## config.mk

```make
export PLATFORM = sky130hd
export DESIGN_NAME = bp_be_pipe_int_arb
export DESIGN_NICKNAME = d
export VERILOG_FILES = /design/src/rtl/bp_be_pipe_int_arb.sv
export SDC_FILE = /design/constraint.sdc
export NUM_CORES = 1
export LEC_CHECK = 0
export CAP_MARGIN = 20
export CORE_AREA = 3 3 385 387
export CTS_CLUSTER_SIZE = 25
export DETAILED_ROUTE_END_ITERATION = 7
export DIE_AREA = 0 0 388 390
export SETUP_SLACK_MARGIN = 0.1
export SLEW_MARGIN = 10
export SYNTH_ARGS = -nofsm -noshare
export SYNTH_HDL_FRONTEND = slang
export SYNTH_SLANG_ARGS = --single-unit
```

## constraint.sdc

```tcl
create_clock -name clk_i -period 3.4 [get_ports clk_i]
set_input_delay 0.68 -clock clk_i [delete_from_list [all_inputs] [get_ports clk_i]]
set_output_delay 0.68 -clock clk_i [all_outputs]
set_load 0.02 [all_outputs]
```

## src/rtl/bp_be_pipe_int_arb.sv

```systemverilog
// Round-robin issue arbiter (dispatch vs replay) in front of the integer pipe, with a one-entry result register.
// Latency: 1 cycle issue-to-result. Backpressure: res_ready_i=0 holds the result and blocks every grant.
module bp_be_pipe_int_arb #(
    parameter int vaddr_width_p = 39,
    parameter int dword_width_p = 64,
    parameter int pkt_width_p   = 256
) (
    input  logic                       clk_i,
    input  logic                       reset_i,
    input  logic [1:0]                 req_v_i,
    input  logic [2*pkt_width_p-1:0]   req_pkt_i,
    output logic [1:0]                 req_ready_o,
    output logic                       pipe_v_o,
    output logic [pkt_width_p-1:0]     pipe_pkt_o,
    input  logic [dword_width_p-1:0]   pipe_data_i,
    input  logic [vaddr_width_p-1:0]   pipe_br_tgt_i,
    output logic                       res_v_o,
    output logic                       res_id_o,
    output logic [dword_width_p-1:0]   res_data_o,
    output logic [vaddr_width_p-1:0]   res_br_tgt_o,
    input  logic                       res_ready_i,
    input  logic                       flush_i
);

    typedef enum logic {
        E_EMPTY = 1'b0,
        E_FULL  = 1'b1
    } state_e;

    typedef struct packed {
        logic                     id;
        logic [dword_width_p-1:0] data;
        logic [vaddr_width_p-1:0] br_tgt;
    } res_t;

    state_e     state_q, state_d;
    res_t       res_q, res_d;
    logic       last_grant_q, last_grant_d;
    logic       issue_ok;
    logic       grant_id;
    logic [1:0] grant_oh;
    logic       hs;
    logic [pkt_width_p-1:0] pipe_pkt;

    // Grant is built only from req_v_i and local state, never from the other requester's ready.
    always_comb begin
        issue_ok = ((state_q == E_EMPTY) || res_ready_i) && !flush_i && !reset_i;
        grant_id = 1'b0;
        case (req_v_i)
            2'b01:   grant_id = 1'b0;
            2'b10:   grant_id = 1'b1;
            2'b11:   grant_id = ~last_grant_q;
            default: grant_id = 1'b0;
        endcase
        grant_oh = 2'b00;
        if (issue_ok && (req_v_i != 2'b00)) begin
            grant_oh = grant_id ? 2'b10 : 2'b01;
        end
        hs = |grant_oh;
        pipe_pkt = '0;
        if (hs) begin
            pipe_pkt = grant_id ? req_pkt_i[2*pkt_width_p-1:pkt_width_p]
                                : req_pkt_i[pkt_width_p-1:0];
        end
    end

    always_comb begin
        state_d      = state_q;
        res_d        = res_q;
        last_grant_d = last_grant_q;
        if (flush_i) begin
            state_d = E_EMPTY;
        end else if (hs) begin
            state_d      = E_FULL;
            res_d.id     = grant_id;
            res_d.data   = pipe_data_i;
            res_d.br_tgt = pipe_br_tgt_i;
            last_grant_d = grant_id;
        end else if ((state_q == E_FULL) && res_ready_i) begin
            state_d = E_EMPTY;
        end
    end

    // last_grant resets to 1 so requester 0 wins the first tie.
    always_ff @(posedge clk_i or posedge reset_i) begin
        if (reset_i) begin
            state_q      <= E_EMPTY;
            res_q        <= '0;
            last_grant_q <= 1'b1;
        end else begin
            state_q      <= state_d;
            res_q        <= res_d;
            last_grant_q <= last_grant_d;
        end
    end

    assign req_ready_o  = grant_oh;
    assign pipe_v_o     = hs;
    assign pipe_pkt_o   = pipe_pkt;
    assign res_v_o      = (state_q == E_FULL);
    assign res_id_o     = res_q.id;
    assign res_data_o   = res_q.data;
    assign res_br_tgt_o = res_q.br_tgt;

endmodule

```

==> results.md, run 1 <==
- Pre-CTS setup slack: -359 ps
- Site Rows: 140
- I/O pin count: 985
- Buf/Inv on CP: 3
- NetSw: 2.57 mW
- WL per Instance: ~27 um
- Max Freq: 307 MHz
- Nets: 2726
- Sequential share of power: 0.254
- Layout cells sized above 1: 0.191
- Worst Hold Path EP: res_data_o[1]$_DFFE_PP0P_
- Post-DP HPWL: 95.8 mm
- Clock Latency Late Sink: 390 ps
- Worst-Margin Slew: about 620 ps
- Largest net degree at the start of global routing: 86
- Gate power share: 0.575
- DIE WIDTH: 388 um
- R2r endpoint: res_data_o[39]$_DFFE_PP0P_
- Hold crit path type: reg2reg
- Total clock sinks: 106
- CP max stage delay: a little over 600 ps
- Vias after detailed routing: 12600
- Vias in the first global route: 12400
- Final setup viols: 0
- Layout Utilization: 0.154
- Clock Tree Buf Depth: 2
- Post-synth cell types: 21
- FF-to-FF path depth: 9
- Fin Clk Skew: between 30 and 40 ps
- Static Leak: 9.30 nW
- Remaining Overflow, GRT: 0
- GRT Util Overall: 0.138
- RSZ-0062 raised after global routing: yes
- Initial antenna violation count: 112
- Setup crit start kind: input port
- CP Max Fanout: 85
- Status: complete, no violations
- Area grow syn2layout: 196%
- Power Density: 290 nW/um^2
- R2r setup slk: 620 ps
- Peak VDD IR: 222 uV
- Clock power frac: 0.172
- Pint: between 3 and 4 mW
- Die H: 390 um
- Critical Path Stages: 6
- Die area: approximately 150000 um^2
- DRC Markers: 0
- Arr. time, crit path: between 2000 and 3000 ps
- Crit. End Element: output port
- Sequential cell area fraction in the yosys report: 0.350
- Most frequent cells in the layout: clkdlybuf4s50_1 (728), nand2_1 (512), a21oi_1 (201), buf_12 (124), buf_4 (108)
- Num CTS Buffers: 9
- CTS Root Cell: clkbuf_16
- Post-route clock period utilization: 0.959
- Synth top area share: 0.347
- Sw Share: 0.395
- Top post-synthesis cells by area: dfrtp_1 (35%), nand2_1 (25%), a21oi_1 (17%)
- Synth Area per Inst: 6.97 um^2
- Final worst setup slack: 139 ps
- CTS clock-pin slew for the worst setup and hold paths: 70 ps
- Port Buffers: between 900 and 1000
- Mapped Area: ~7600 um^2
- RD Place Congestion: 0.879
- CTS tree: yes
- Final hold viol count: 0
- Post-Synthesis Cells: 1087
- Worst path required time: 2720 ps
- Cell taking the most area after synthesis: dfrtp_1
- Core area: about 150000 um^2
- Worst-path cell chain: dlygate4sd2_1 > nor2_1 > or4_4 > buf_12 > a21oi_1 > clkdlybuf4s50_1
- Max-Cap Viols: 0
- Syn nets: 1708
- Crit Path Class: in2out
- H-tree depth: 3
- Starting Density: 0.0522
- Number of fillers in the final layout: 16400
- First DRT Iteration DRCs: 735
- Total routed wirelength: 110 mm
- Period minus WS final: approximately 3300 ps
- Hold Path Depth: 1
- Hold Startpoint: res_data_o[1]$_DFFE_PP0P_
- Vias per inst: 3.11
- Max-slew violations: 0
- PnR Total Power: 6.51 mW
- Worst path top cell family by delay: buffers and inverters
- Relative slew slack: 0.584
- Flops & latches, synth: 106
- YS warnings: 0
- First-pass GRT wire length: around 140 mm
- DR pass1 iterations: 5
- R2r startpoint: res_v_o$_DFFE_PP0P_
- Antenna-violating nets left: 0
- Crit-path slowest cell: clkdlybuf4s50_1
- Most common cell after layout, fill and taps aside: clkdlybuf4s50_1
[synth_stat cells, drive strengths merged]
master	instances
nand2	512
a21oi	256
dfrtp	105
mux2	105
clkbuf	63
buf	34
nor2	3
a21bo	1
a21boi	1
clkinv	1
dfstp	1
inv	1
nand2b	1
nor2b	1
o21ai	1
or4	1
[logic make-up (layout without fill, tap and decap cells)]
| logic type | count (synthesis) | in the layout | synth area share |
|---|---|---|---|
| other | 0 | 28 | 0 |
| AOI/OAI and AO/OA | 259 | 259 | 0.172 |
| DFF | 106 | 106 | 0.350 |
| and+or+nand+nor | 518 | 518 | 0.258 |
| buffers and inverters | 99 | 1122 | 0.0644 |
| muxes | 105 | 105 | 0.156 |
[stage by stage]
step / hold slack (ps) / area [um^2] / TNS [ps] / std cells
final: 488 / 22400 / 0 / 4055
after global routing: 498 / 22400 / 0 / 4033
after CTS: 490 / 22100 / 0 / 4021
after detailed placement: 474 / 21300 / -24860 / 3985
after global placement: 469 / 21300 / -22620 / 3985
after floorplan: 609 / 7580 / 0 / 1087
[how the worst max path moves through the flow]
stage,start,end
floorplan,flush_i,pipe_pkt_o[244]
global placement,reset_i,pipe_pkt_o[61]
detailed placement,res_ready_i,pipe_pkt_o[61]
CTS,res_v_o$_DFFE_PP0P_,pipe_pkt_o[61]
global route,res_v_o$_DFFE_PP0P_,pipe_pkt_o[40]
finish,req_v_i[1],pipe_pkt_o[240]
[state kept, by name, indices dropped and copies added (netlist names)]
register / flops
res_id_o: 1
res_v_o: 1
last_grant_q: 1
res_br_tgt_o: 39
res_data_o: 64
[layer usage]
metal | wire length [um] | vias up | GRT usage
met5 | 249 | - | 0
met4 | 2500 | 38 | 0.0289
met2 | 52200 | 778 | 0.234
met3 | 12900 | 150 | 0.0685
li1 | - | 5641 | -
met1 | 42100 | 6006 | 0.157
[power by group through the flow]
stage	Combinational (mW)	Clock [mW]	Sequential, mW
5_1_grt	3.97	1.22	1.69
6_report	3.74	1.12	1.65
2_1_floorplan	0.942	0	1.97
3_3_place_gp	3.65	0	1.67
4_1_cts	3.82	1.22	1.66
3_5_place_dp	3.67	0	1.68
[what timing repair did]
action	CTS	global route
pin swaps	1	0
cloned	10	1
resized for setup	155	79
setup buffers	11	6
endpoints found under the setup margin	215	105
hold buffers	0	0
[worst register-to-register path, cell delays in order, from the launching register on]
cell and delay, ps:
dfrtp_1 410, nor2b_4 130, or4_4 540, buf_12 180
buf_16 170, buf_12 170, clkinv_4 90, buf_4 220
buf_12 290, mux2_2 420
[layout make-up]
class | instances | area (um^2) | area share
antenna | 28 | 70.1 | 0.00313
clock buffer | 11 | 243 | 0.0108
clock inverter | 5 | 46.3 | 0.00206
inverter | 2 | 16.3 | 0.000725
multi-input combinational | 882 | 4760 | 0.212
sequential | 106 | 2650 | 0.118
tap | 1917 | 2400 | 0.107
timing repair buffer | 1104 | 12200 | 0.546
Note: power is estimated with default switching activity, not from simulation.
==> inputs of run 2 (changes only) <==
CAP_MARGIN = not set   (was 20)
GPL_TIMING_DRIVEN = 0   (was not set)
HOLD_SLACK_MARGIN = 0.1   (was not set)
==> run 2 against run 1 <==
Global-route usage increased by 0.97 points. Total power about the same. Count of clock-buffer cells in the layout decreased by 1. Routed wire length increased by 7.1%. First-iteration DRC count increased by 6.3%. Critical path type unchanged. Design area decreased by 6.9%. Flip-flop and latch count unchanged. Critical path depth increased by 2. Register-to-register slack improved by 480 ps.
==> results.md, run 2 (synthesis gave the netlist of run 1 again) <==
- Max-slew violations: 0
- Area grow syn2layout: 175%
- Layout cells sized above 1: 0.250
- H-tree depth: 3
- Clock Tree Buf Depth: 2
- Nets: about 2700
- Period minus WS final: 3230 ps
- Relative slew slack: 0.551
- GRT Util Overall: 0.148
- I/O pin count: slightly below 1000
- RSZ-0062 raised after global routing: yes
- Die H: approximately 400 um
- First-pass GRT wire length: 143 mm
- Crit. End Element: output port
- Site Rows: 140
- Post-route clock period utilization: 0.949
- Worst path required time: 2720 ps
- Most common cell after layout, fill and taps aside: clkdlybuf4s50_1
- Worst-Margin Slew: 673 ps
- Hold crit path type: in2async
- Number of fillers in the final layout: between 15000 and 20000
- Vias per inst: 3.10
- Final hold viol count: 0
- Largest net degree at the start of global routing: 38
- Crit Path Class: in2out
- Final setup viols: 0
- CTS tree: yes
- Fin Clk Skew: 36.3 ps
- Num CTS Buffers: 9
- Port Buffers: between 900 and 1000
- Max Freq: 310 MHz
- WHS: 340 ps
- CTS Root Cell: clkbuf_16
- CP Max Fanout: 10
- First DRT Iteration DRCs: 781
- Vias in the first global route: 12600
- Max FFs per register: 64
- Core area: between 100000 and 150000 um^2
- RD Place Congestion: just over 0.9
- Setup crit start kind: input port
- WL per Instance: between 20 and 30 um
- Static Leak: 8.13 nW
- Total clock sinks: 106
- Fin cells: 4048
- Total routed wirelength: 118 mm
- Most frequent cells in the layout: clkdlybuf4s50_1 (720), nand2_1 (488), a21oi_1 (183), dfrtp_1 (105), buf_2 (80)
- Arr. time, crit path: 2550 ps
- Die area: 151000 um^2
- Power Density: 312 nW/um^2
- DP Cell Count: 3992
- Layout Utilization: 0.144
- Vias after detailed routing: 12500
- Starting Density: 0.0522
- Initial antenna violation count: 97
- DR pass1 iterations: 5
- Setup_tns: 0 ps
- Post-DP HPWL: between 100 and 150 mm
- FF-to-FF path depth: 7
- Clock Latency Late Sink: 410 ps
- DIE WIDTH: between 300 and 400 um
- Peak VDD IR: ~260 uV
- DRC Markers: 0
- CTS clock-pin slew for the worst setup and hold paths: 110 ps
- Remaining Overflow, GRT: 0
- Max-Cap Viols: 0
- Antenna-violating nets left: 0
- Status: complete, no violations
run 2: changes by cell type in the layout (fill, tap and decap cells not counted), sizes merged:
cell	before	now
buf	251	186
clkbuf	18	113
clkdlybuf4s15	9	72
clkdlybuf4s18	0	1
clkdlybuf4s50	728	720
clkinv	2	4
clkinvlp	3	1
diode	28	31
dlygate4sd2	75	10
dlymetal6s2s	32	0
inv	2	3
run 2: power breakdown:
part,internal [mW],total (mW),switching [mW]
Clock,0.518,1.14,0.622
Sequential,1.51,1.65,0.136
Combinational,1.68,3.73,2.05
Total,3.71,6.52,2.81
run 2: critical path, cell delays in order:
cell and delay, ps:
dlygate4sd2_1 230, nor2b_1 60, or4_4 500, buf_12 190, clkbuf_8 190, buf_4 220
a21oi_2 180, clkdlybuf4s15_2 290
run 2: path summary, 6_finish.rpt:
path	start	end	slack (ps)
min in group clk_i	res_data_o[17]$_DFFE_PP0P_	res_data_o[17]$_DFFE_PP0P_	490
max	res_ready_i	pipe_pkt_o[176]	170
max in group asynchronous	reset_i	res_data_o[17]$_DFFE_PP0P_	2380
min reg2reg	res_data_o[17]$_DFFE_PP0P_	res_data_o[17]$_DFFE_PP0P_	490
min	reset_i	res_v_o$_DFFE_PP0P_	340
max reg2reg	res_v_o$_DFFE_PP0P_	res_data_o[19]$_DFFE_PP0P_	1100
run 2: final cells by class:
type	instances	area (um^2)	share of cell area
flip-flops and latches	106	2650	0.127
diodes	31	77.6	0.00372
well taps	1917	2400	0.115
multi-input cells	882	5020	0.241
plain buffers	96	827	0.0396
inverters	2	16.3	0.000779
repair buffers	998	9590	0.459
clock buffers	10	229	0.0110
clock inverters	6	57.6	0.00276
run 2: per-stage QoR:
step	setup WS [ps]	area [um^2]	power, mW
3_5_place_dp	-2060	19900	5.35
5_1_grt	53.3	20800	6.90
2_1_floorplan	645	7580	2.91
6_report	174	20900	6.52
4_1_cts	11.1	21000	6.73
3_3_place_gp	-3010	19800	5.32
run 2: timing repair:
| item | in CTS | in global routing |
|---|---|---|
| buffers inserted | 4 | 0 |
| cloned | 6 | 0 |
| endpoints found under the setup margin | 259 | 98 |
| hold buffers | 0 | 0 |
| pin swaps | 2 | 0 |
| gates resized for setup | 1262 | 103 |
run 2: layer usage:
metal | part of all wire | global-route usage | vias up
met4 | 0.014 | 0.0230 | 32
met5 | 0.0018 | 0.0144 | -
met3 | 0.13 | 0.0813 | 107
met2 | 0.48 | 0.254 | 764
met1 | 0.37 | 0.162 | 6012
li1 | - | - | 5628
==> inputs of run 3 (changes only) <==
CTS_CLUSTER_SIZE = not set   (was 25)
GPL_TIMING_DRIVEN = not set   (was 0)
==> results of run 3 <==
No change in the layout: final DEF, timing and power equal those of run 1.
